## config.mk

```make
export PLATFORM = sky130hd
export DESIGN_NAME = player_laser_ctrl_flat
export DESIGN_NICKNAME = d
export VERILOG_FILES = /design/src/rtl/player_laser_ctrl_if.sv /design/src/rtl/player_laser_ctrl.sv /design/src/flat_wrapper.sv
export SDC_FILE = /design/constraint.sdc
export NUM_CORES = 1
export LEC_CHECK = 0
export CAP_MARGIN = 15
export CORE_MARGIN = 8
export CORE_UTILIZATION = 46
export DETAILED_ROUTE_END_ITERATION = 8
export DONT_BUFFER_PORTS = 1
export PLACE_DENSITY = 0.59
export REMOVE_ABC_BUFFERS = 1
export SKIP_CTS_REPAIR_TIMING = 1
export SLEW_MARGIN = 10
export SYNTH_ARGS = -nofsm -noshare
export SYNTH_HDL_FRONTEND = slang
export SYNTH_SLANG_ARGS = --single-unit
export TNS_END_PERCENT = 100
```

## constraint.sdc

```tcl
create_clock -name clk_i -period 3.9 [get_ports clk_i]
set_input_delay 0.78 -clock clk_i [delete_from_list [all_inputs] [get_ports clk_i]]
set_output_delay 0.78 -clock clk_i [all_outputs]
set_load 0.02 [all_outputs]
```

## src/rtl/player_laser_ctrl_if.sv

```systemverilog
// Signal bundle between the player laser sequencer and the ship / collision / draw logic.
// Signal names keep the original _i/_o port names so existing hookups map one-to-one.
interface player_laser_ctrl_if;
    logic       shoot_i;
    logic       alive_i;
    logic       freeze_i;
    logic [9:0] gun_pos_i;
    logic       hit_enemy_i;
    logic       laser_active_o;
    logic [9:0] laser_x_o;
    logic [9:0] laser_y_o;
    logic       shot_laser_o;
    logic       laser_miss_o;
    logic [1:0] state_o;

    modport slave (
        input  shoot_i, alive_i, freeze_i, gun_pos_i, hit_enemy_i,
        output laser_active_o, laser_x_o, laser_y_o, shot_laser_o, laser_miss_o, state_o
    );

    modport master (
        output shoot_i, alive_i, freeze_i, gun_pos_i, hit_enemy_i,
        input  laser_active_o, laser_x_o, laser_y_o, shot_laser_o, laser_miss_o, state_o
    );
endinterface

```

## src/rtl/player_laser_ctrl.sv

```systemverilog
// Single player laser: spawns on a button edge, climbs on a divided tick,
// retires on hit or top border, then holds a re-fire cooldown.
module player_laser_ctrl #(
    parameter logic [19:0] tick_div_p   = 20'd833333,
    parameter logic [9:0]  step_p       = 10'd8,
    parameter logic [9:0]  spawn_y_p    = 10'd440,
    parameter logic [9:0]  top_border_p = 10'd8,
    parameter logic [19:0] cooldown_p   = 20'd2500000
) (
    input  logic               clk_i,
    input  logic               reset_i,
    player_laser_ctrl_if.slave bus
);

    typedef enum logic [1:0] {
        IDLE     = 2'b00,
        FLIGHT   = 2'b01,
        COOLDOWN = 2'b10
    } state_t;

    state_t      state, state_nx;
    logic [19:0] tick_cnt, tick_nx;
    logic [19:0] cd_cnt, cd_nx;
    logic        shoot_prev;
    logic        active, active_nx;
    logic        shot, shot_nx;
    logic        miss, miss_nx;
    logic [9:0]  x, x_nx;
    logic [9:0]  y, y_nx;
    logic        fire;
    logic        step_due;
    logic        at_top;

    assign fire     = bus.shoot_i & ~shoot_prev & ~bus.freeze_i & bus.alive_i;
    assign step_due = (tick_cnt == tick_div_p - 20'd1);
    // widened compare so a large border+step cannot wrap
    assign at_top   = {1'b0, y} < ({1'b0, top_border_p} + {1'b0, step_p});

    always_ff @(posedge clk_i or posedge reset_i) begin
        if (reset_i) begin
            state      <= IDLE;
            tick_cnt   <= '0;
            cd_cnt     <= '0;
            shoot_prev <= 1'b1;
            active     <= 1'b0;
            shot       <= 1'b0;
            miss       <= 1'b0;
            x          <= '0;
            y          <= '0;
        end else begin
            state      <= state_nx;
            tick_cnt   <= tick_nx;
            cd_cnt     <= cd_nx;
            shoot_prev <= bus.shoot_i;
            active     <= active_nx;
            shot       <= shot_nx;
            miss       <= miss_nx;
            x          <= x_nx;
            y          <= y_nx;
        end
    end

    always_comb begin
        state_nx  = state;
        tick_nx   = tick_cnt;
        cd_nx     = cd_cnt;
        active_nx = active;
        shot_nx   = 1'b0;
        miss_nx   = 1'b0;
        x_nx      = x;
        y_nx      = y;
        if (!bus.alive_i) begin
            state_nx  = IDLE;
            active_nx = 1'b0;
            tick_nx   = '0;
            cd_nx     = '0;
        end else begin
            case (state)
                IDLE: begin
                    if (fire) begin
                        state_nx  = FLIGHT;
                        x_nx      = bus.gun_pos_i;
                        y_nx      = spawn_y_p;
                        active_nx = 1'b1;
                        shot_nx   = 1'b1;
                        tick_nx   = '0;
                    end
                end
                FLIGHT: begin
                    if (!bus.freeze_i) begin
                        if (bus.hit_enemy_i) begin
                            active_nx = 1'b0;
                            cd_nx     = '0;
                            state_nx  = COOLDOWN;
                        end else if (step_due) begin
                            tick_nx = '0;
                            if (at_top) begin
                                active_nx = 1'b0;
                                miss_nx   = 1'b1;
                                cd_nx     = '0;
                                state_nx  = COOLDOWN;
                            end else begin
                                y_nx = y - step_p;
                            end
                        end else begin
                            tick_nx = tick_cnt + 20'd1;
                        end
                    end
                end
                COOLDOWN: begin
                    if (!bus.freeze_i) begin
                        if (cd_cnt == cooldown_p - 20'd1) begin
                            cd_nx    = '0;
                            state_nx = IDLE;
                        end else begin
                            cd_nx = cd_cnt + 20'd1;
                        end
                    end
                end
                default: begin
                    state_nx  = IDLE;
                    active_nx = 1'b0;
                    tick_nx   = '0;
                    cd_nx     = '0;
                end
            endcase
        end
    end

    assign bus.laser_active_o = active;
    assign bus.laser_x_o      = x;
    assign bus.laser_y_o      = y;
    assign bus.shot_laser_o   = shot;
    assign bus.laser_miss_o   = miss;
    assign bus.state_o        = state;

endmodule

```

## src/flat_wrapper.sv

```systemverilog
// flat-port wrapper written by rule: the top's interface ports become plain ports
module player_laser_ctrl_flat 
#(
    parameter logic [19:0] tick_div_p   = 20'd833333,
    parameter logic [9:0]  step_p       = 10'd8,
    parameter logic [9:0]  spawn_y_p    = 10'd440,
    parameter logic [9:0]  top_border_p = 10'd8,
    parameter logic [19:0] cooldown_p   = 20'd2500000
)
  (clk_i, reset_i, bus_shoot_i, bus_alive_i, bus_freeze_i, bus_gun_pos_i, bus_hit_enemy_i, bus_laser_active_o, bus_laser_x_o, bus_laser_y_o, bus_shot_laser_o, bus_laser_miss_o, bus_state_o);
  player_laser_ctrl_if bus_i ();
  input  logic clk_i;
  input  logic reset_i;
  input wire logic [$bits(bus_i.shoot_i)-1:0] bus_shoot_i;
  input wire logic [$bits(bus_i.alive_i)-1:0] bus_alive_i;
  input wire logic [$bits(bus_i.freeze_i)-1:0] bus_freeze_i;
  input wire logic [$bits(bus_i.gun_pos_i)-1:0] bus_gun_pos_i;
  input wire logic [$bits(bus_i.hit_enemy_i)-1:0] bus_hit_enemy_i;
  output wire logic [$bits(bus_i.laser_active_o)-1:0] bus_laser_active_o;
  output wire logic [$bits(bus_i.laser_x_o)-1:0] bus_laser_x_o;
  output wire logic [$bits(bus_i.laser_y_o)-1:0] bus_laser_y_o;
  output wire logic [$bits(bus_i.shot_laser_o)-1:0] bus_shot_laser_o;
  output wire logic [$bits(bus_i.laser_miss_o)-1:0] bus_laser_miss_o;
  output wire logic [$bits(bus_i.state_o)-1:0] bus_state_o;
  assign bus_i.shoot_i = bus_shoot_i;
  assign bus_i.alive_i = bus_alive_i;
  assign bus_i.freeze_i = bus_freeze_i;
  assign bus_i.gun_pos_i = bus_gun_pos_i;
  assign bus_i.hit_enemy_i = bus_hit_enemy_i;
  assign bus_laser_active_o = bus_i.laser_active_o;
  assign bus_laser_x_o = bus_i.laser_x_o;
  assign bus_laser_y_o = bus_i.laser_y_o;
  assign bus_shot_laser_o = bus_i.shot_laser_o;
  assign bus_laser_miss_o = bus_i.laser_miss_o;
  assign bus_state_o = bus_i.state_o;
  player_laser_ctrl #(.tick_div_p(tick_div_p), .step_p(step_p), .spawn_y_p(spawn_y_p), .top_border_p(top_border_p), .cooldown_p(cooldown_p)) u_core (.clk_i(clk_i), .reset_i(reset_i), .bus(bus_i));
endmodule
```

==> report_table.html <==
<table>
<tr><th>Metric</th><th>Value</th></tr>
<tr><th colspan="2">Logic synthesis</th></tr>
<tr><td>Sequential-to-total area share from yosys stat</td><td>around 44%</td></tr>
<tr><td>Yosys top cell by area</td><td>dfrtp_1</td></tr>
<tr><td>Avg Synthesized Cell Area</td><td>9.09 um^2</td></tr>
<tr><td>Dominant cell by count in the synthesized netlist</td><td>dfrtp_1</td></tr>
<tr><td>Instance count of the mapped netlist</td><td>between 300 and 400</td></tr>
<tr><td>Total of warnings raised by yosys</td><td>0</td></tr>
<tr><td>Number of synthesized flops with an enable pin</td><td>0</td></tr>
<tr><td>Synthesized flop and latch total</td><td>63</td></tr>
<tr><td>Async SR Flop Fraction</td><td>100%</td></tr>
<tr><td>Proportion of netlist area held by the largest area contributor</td><td>43.6%</td></tr>
<tr><td>Synth top area cells</td><td>dfrtp_1 44%, nand2_1 6.4%, nor2_1 3.3%, a221o_1 2.8%, o21ai_0 2.4%</td></tr>
<tr><td>Post-synth cell types</td><td>61</td></tr>
<tr><td>Post-synth top cells</td><td>62 x dfrtp_1, 61 x nand2_1, 31 x nor2_1</td></tr>
<tr><td>Dominant register cell in the synthesized netlist</td><td>dfrtp_1</td></tr>
<tr><td>Mapped Area</td><td>3560 um^2</td></tr>
<tr><th colspan="2">STA</th></tr>
<tr><td>RSZ-0062 raised after global routing</td><td>no</td></tr>
<tr><td>Setup-failing EPs final</td><td>0</td></tr>
<tr><td>Clock period minus worst slack</td><td>2660 ps</td></tr>
<tr><td>Tcrit/Tclk final</td><td>68.3%</td></tr>
<tr><td>Max Fclk</td><td>376 MHz</td></tr>
<tr><td>Worst hold margin</td><td>around 440 ps</td></tr>
<tr><td>Minimum setup slack in the final design</td><td>1240 ps</td></tr>
<tr><td>Total Negative Setup Slacks</td><td>0 ps</td></tr>
<tr><td>Actual transition at the worst max-transition pin</td><td>918 ps</td></tr>
<tr><td>Final-report hold violation count</td><td>0</td></tr>
<tr><td>Tightest slew margin relative to the limit</td><td>38.8%</td></tr>
<tr><td>Post-Route Skew</td><td>9.11 ps</td></tr>
<tr><td>Total count of max-transition violations in the final report</td><td>0</td></tr>
<tr><th colspan="2">Worst setup path</th></tr>
<tr><td>Register-to-Register Path Depth</td><td>5</td></tr>
<tr><td>R2r endpoint</td><td>u_core.tick_cnt[8]$_DFFE_PP0P_</td></tr>
<tr><td>Source of the critical timing path</td><td>u_core.bus.state_o[1]$_DFFE_PP0P_</td></tr>
<tr><td>Max FO, Critical Path</td><td>24</td></tr>
<tr><td>Capturing element type of the critical path</td><td>flop</td></tr>
<tr><td>WP data required</td><td>4160 ps</td></tr>
<tr><td>Start-to-end type of the worst setup path</td><td>flop to flop</td></tr>
<tr><td>Critical path arrival</td><td>2920 ps</td></tr>
<tr><td>Worst R2R Setup Slack</td><td>1240 ps</td></tr>
<tr><td>Crit start category</td><td>flop</td></tr>
<tr><td>Critical R2R Launch</td><td>u_core.bus.state_o[1]$_DFFE_PP0P_</td></tr>
<tr><th colspan="2">Clocking</th></tr>
<tr><td>Total number of H-tree levels</td><td>3</td></tr>
<tr><td>Number of buffers between clock root and the deepest sink</td><td>2</td></tr>
<tr><td>Clk_lat worst skew</td><td>340 ps</td></tr>
<tr><td>Worst-path clk slew</td><td>70 ps</td></tr>
<tr><td>Clock root buffer</td><td>clkbuf_8</td></tr>
<tr><td>Cts bufs inserted</td><td>9</td></tr>
<tr><td>Total number of clock tree sinks</td><td>63</td></tr>
<tr><td>TritonCTS clock tree</td><td>built</td></tr>
<tr><th colspan="2">Power</th></tr>
<tr><td>Worst IR Drop VDD</td><td>0.260 mV</td></tr>
<tr><td>Total design power</td><td>1.49 mW</td></tr>
<tr><td>LEAKAGE</td><td>1.66 nW</td></tr>
<tr><td>Areal power density over the cells</td><td>between 300 and 400 nW/um^2</td></tr>
<tr><th colspan="2">Cells and area</th></tr>
<tr><td>Layout Nets</td><td>410</td></tr>
<tr><td>Ratio of cells with drive above 1 in the final layout</td><td>roughly 9%</td></tr>
<tr><td>Footprint of the flip-flops and latches</td><td>about 1600 um^2</td></tr>
<tr><td>Final-layout fill cell count</td><td>739</td></tr>
<tr><td>Antenna Diode Count</td><td>0</td></tr>
<tr><td>Area Growth Syn to Fin</td><td>7.11%</td></tr>
<tr><td>Post-Layout Inst Area</td><td>between 3000 and 4000 um^2</td></tr>
<tr><td>Area taken by multi-input logic gates</td><td>1830 um^2</td></tr>
<tr><th colspan="2">Detailed routing</th></tr>
<tr><td>1st-pass router iterations</td><td>4</td></tr>
<tr><td>Total routed wirelength</td><td>7820 um</td></tr>
<tr><td>Drt initial violations</td><td>about 140</td></tr>
<tr><td>Final routed wire length divided by cell count</td><td>15.7 um</td></tr>
<tr><td>Number of design rule violations left after detail routing</td><td>0</td></tr>
<tr><td>Number of vias after detailed routing</td><td>2871</td></tr>
<tr><td>Via-per-instance ratio</td><td>5.78</td></tr>
<tr><td>Antenna Violating Nets Remaining</td><td>0</td></tr>
<tr><th colspan="2">Place</th></tr>
<tr><td>Post-DP Area</td><td>3610 um^2</td></tr>
<tr><td>Worst-case setup slack after placement</td><td>1190 ps</td></tr>
<tr><td>Number of I/O port buffers</td><td>0</td></tr>
<tr><td>Estimated wirelength of the detail-placed design</td><td>5590 um</td></tr>
<tr><td>Routability-driven placement congestion ratio</td><td>just over 0.8</td></tr>
<tr><th colspan="2">Worst hold path</th></tr>
<tr><td>Hold Crit Class</td><td>input port to flop</td></tr>
<tr><td>Instance count along the most critical hold path</td><td>0</td></tr>
<tr><td>End of the worst hold path</td><td>u_core.shoot_prev$_DFF_PP1_</td></tr>
<tr><td>Startpoint of the worst hold path</td><td>bus_shoot_i</td></tr>
<tr><th colspan="2">Global routing</th></tr>
<tr><td>Congestion Overflow GR</td><td>0</td></tr>
<tr><td>Initial antenna violation count</td><td>0</td></tr>
<tr><td>Total track usage</td><td>between 10% and 20%</td></tr>
<tr><td>Global-route wire length before repair</td><td>13400 um</td></tr>
<tr><td>Via count of the first global-routing pass</td><td>about 2800</td></tr>
<tr><td>Maximum number of pins on one net before global-route repair</td><td>43</td></tr>
<tr><td>Met3 layer usage reported by global route</td><td>around 4.3%</td></tr>
<tr><td>Met2 capacity usage during global routing</td><td>22.9%</td></tr>
<tr><td>Met1 track utilization from global routing</td><td>between 10% and 20%</td></tr>
<tr><td>Layer with the highest usage after global routing</td><td>met2</td></tr>
<tr><th colspan="2">Flow run</th></tr>
<tr><td>Max_cap viols</td><td>0</td></tr>
<tr><th colspan="2">Floorplan</th></tr>
<tr><td>Placement row count</td><td>32</td></tr>
<tr><td>Area of the core region</td><td>7610 um^2</td></tr>
<tr><td>I/O pin count</td><td>41</td></tr>
<tr><td>Die footprint</td><td>10800 um^2</td></tr>
<tr><td>DIE WIDTH</td><td>approximately 100 um</td></tr>
<tr><td>Chip Height</td><td>around 100 um</td></tr>
<tr><td>Starting Density</td><td>46.7%</td></tr>
<tr><th colspan="2">Status</th></tr>
<tr><td>Status</td><td>finished, final reports clean</td></tr>
</table>
-- power breakdown --
part	switching [mW]	total, mW	internal (mW)
combinational	0.0818	0.122	0.0403
sequential	0.108	0.807	0.699
clock	0.252	0.561	0.309
total	0.442	1.49	1.05
-- critical path, cell delays in order, from the launching register on --
cell and delay, ps:
dfrtp_1 580, or4b_1 600, a32o_1 520, a211oi_2 590
nand4_1 150, mux2i_1 140
-- final cells by class --
class                      instances  share of cell area (%)
timing repair buffer               3                   0.591
sequential                        63                    41.4
multi-input combinational        299                    48.1
clock buffer                      10                    3.61
tap                              102                    3.35
clock inverter                     6                    1.58
inverter                          14                    1.38
-- layout by cell type (no fill, tap or decap), types with 7 or more instances in the layout --
master	n
a21oi_1	13
a221o_1	10
and3_1	13
clkbuf_8	10
dfrtp_1	62
inv_1	13
nand2_1	61
nand3_1	16
nand4_1	13
nor2_1	31
nor3_1	11
nor4_1	8
o21ai_0	17
or4_1	7
xnor2_1	9
-- cells by family after synthesis --
| group | count (synthesis) | share of synthesized area [%] |
|---|---|---|
| mux | 4 | 1.20 |
| other cells | 1 | 0.105 |
| simple gates | 197 | 29.2 |
| compound gates | 81 | 16.9 |
| fa+ha+maj | 5 | 1.69 |
| buf+inv | 31 | 4.36 |
| xor+xnor | 9 | 2.22 |
| flops | 63 | 44.4 |
-- registers in the layout, summed over array words and instances, names as in the netlist --
signal	count
u_core.tick_cnt	20
u_core.bus.shot_laser_o	1
u_core.bus.laser_x_o	10
u_core.bus.laser_active_o	1
u_core.bus.laser_y_o	7
u_core.cd_cnt	20
u_core.shoot_prev	1
u_core.bus.state_o	2
u_core.bus.laser_miss_o	1
-- per-stage QoR --
step                cells  util [%]
floorplan             376         -
global placement      481      47.5
detailed placement    481      47.5
CTS                   497      50.1
global route          497      50.1
finish                497      50.1
-- worst max-delay path by stage --
stage                                                 to  slack (ps)  depth (start not counted)
after floorplan            u_core.cd_cnt[17]$_DFFE_PP0P_        1330                          5
after global placement    u_core.tick_cnt[2]$_DFFE_PP0P_        1260                          5
after detailed placement  u_core.tick_cnt[8]$_DFFE_PP0P_        1190                          5
after CTS                 u_core.tick_cnt[8]$_DFFE_PP0P_        1260                          5
after global routing      u_core.tick_cnt[2]$_DFFE_PP0P_        1090                          5
final                     u_core.tick_cnt[8]$_DFFE_PP0P_        1240                          5
-- per-layer routing --
layer | up-vias | wire length, um
li1 | 1433 | -
met1 | 1369 | 3780
met2 | 61 | 3490
met3 | 8 | 463
met4 | 0 | 92
met5 | - | 0
Power figures use the tool's default switching activity.
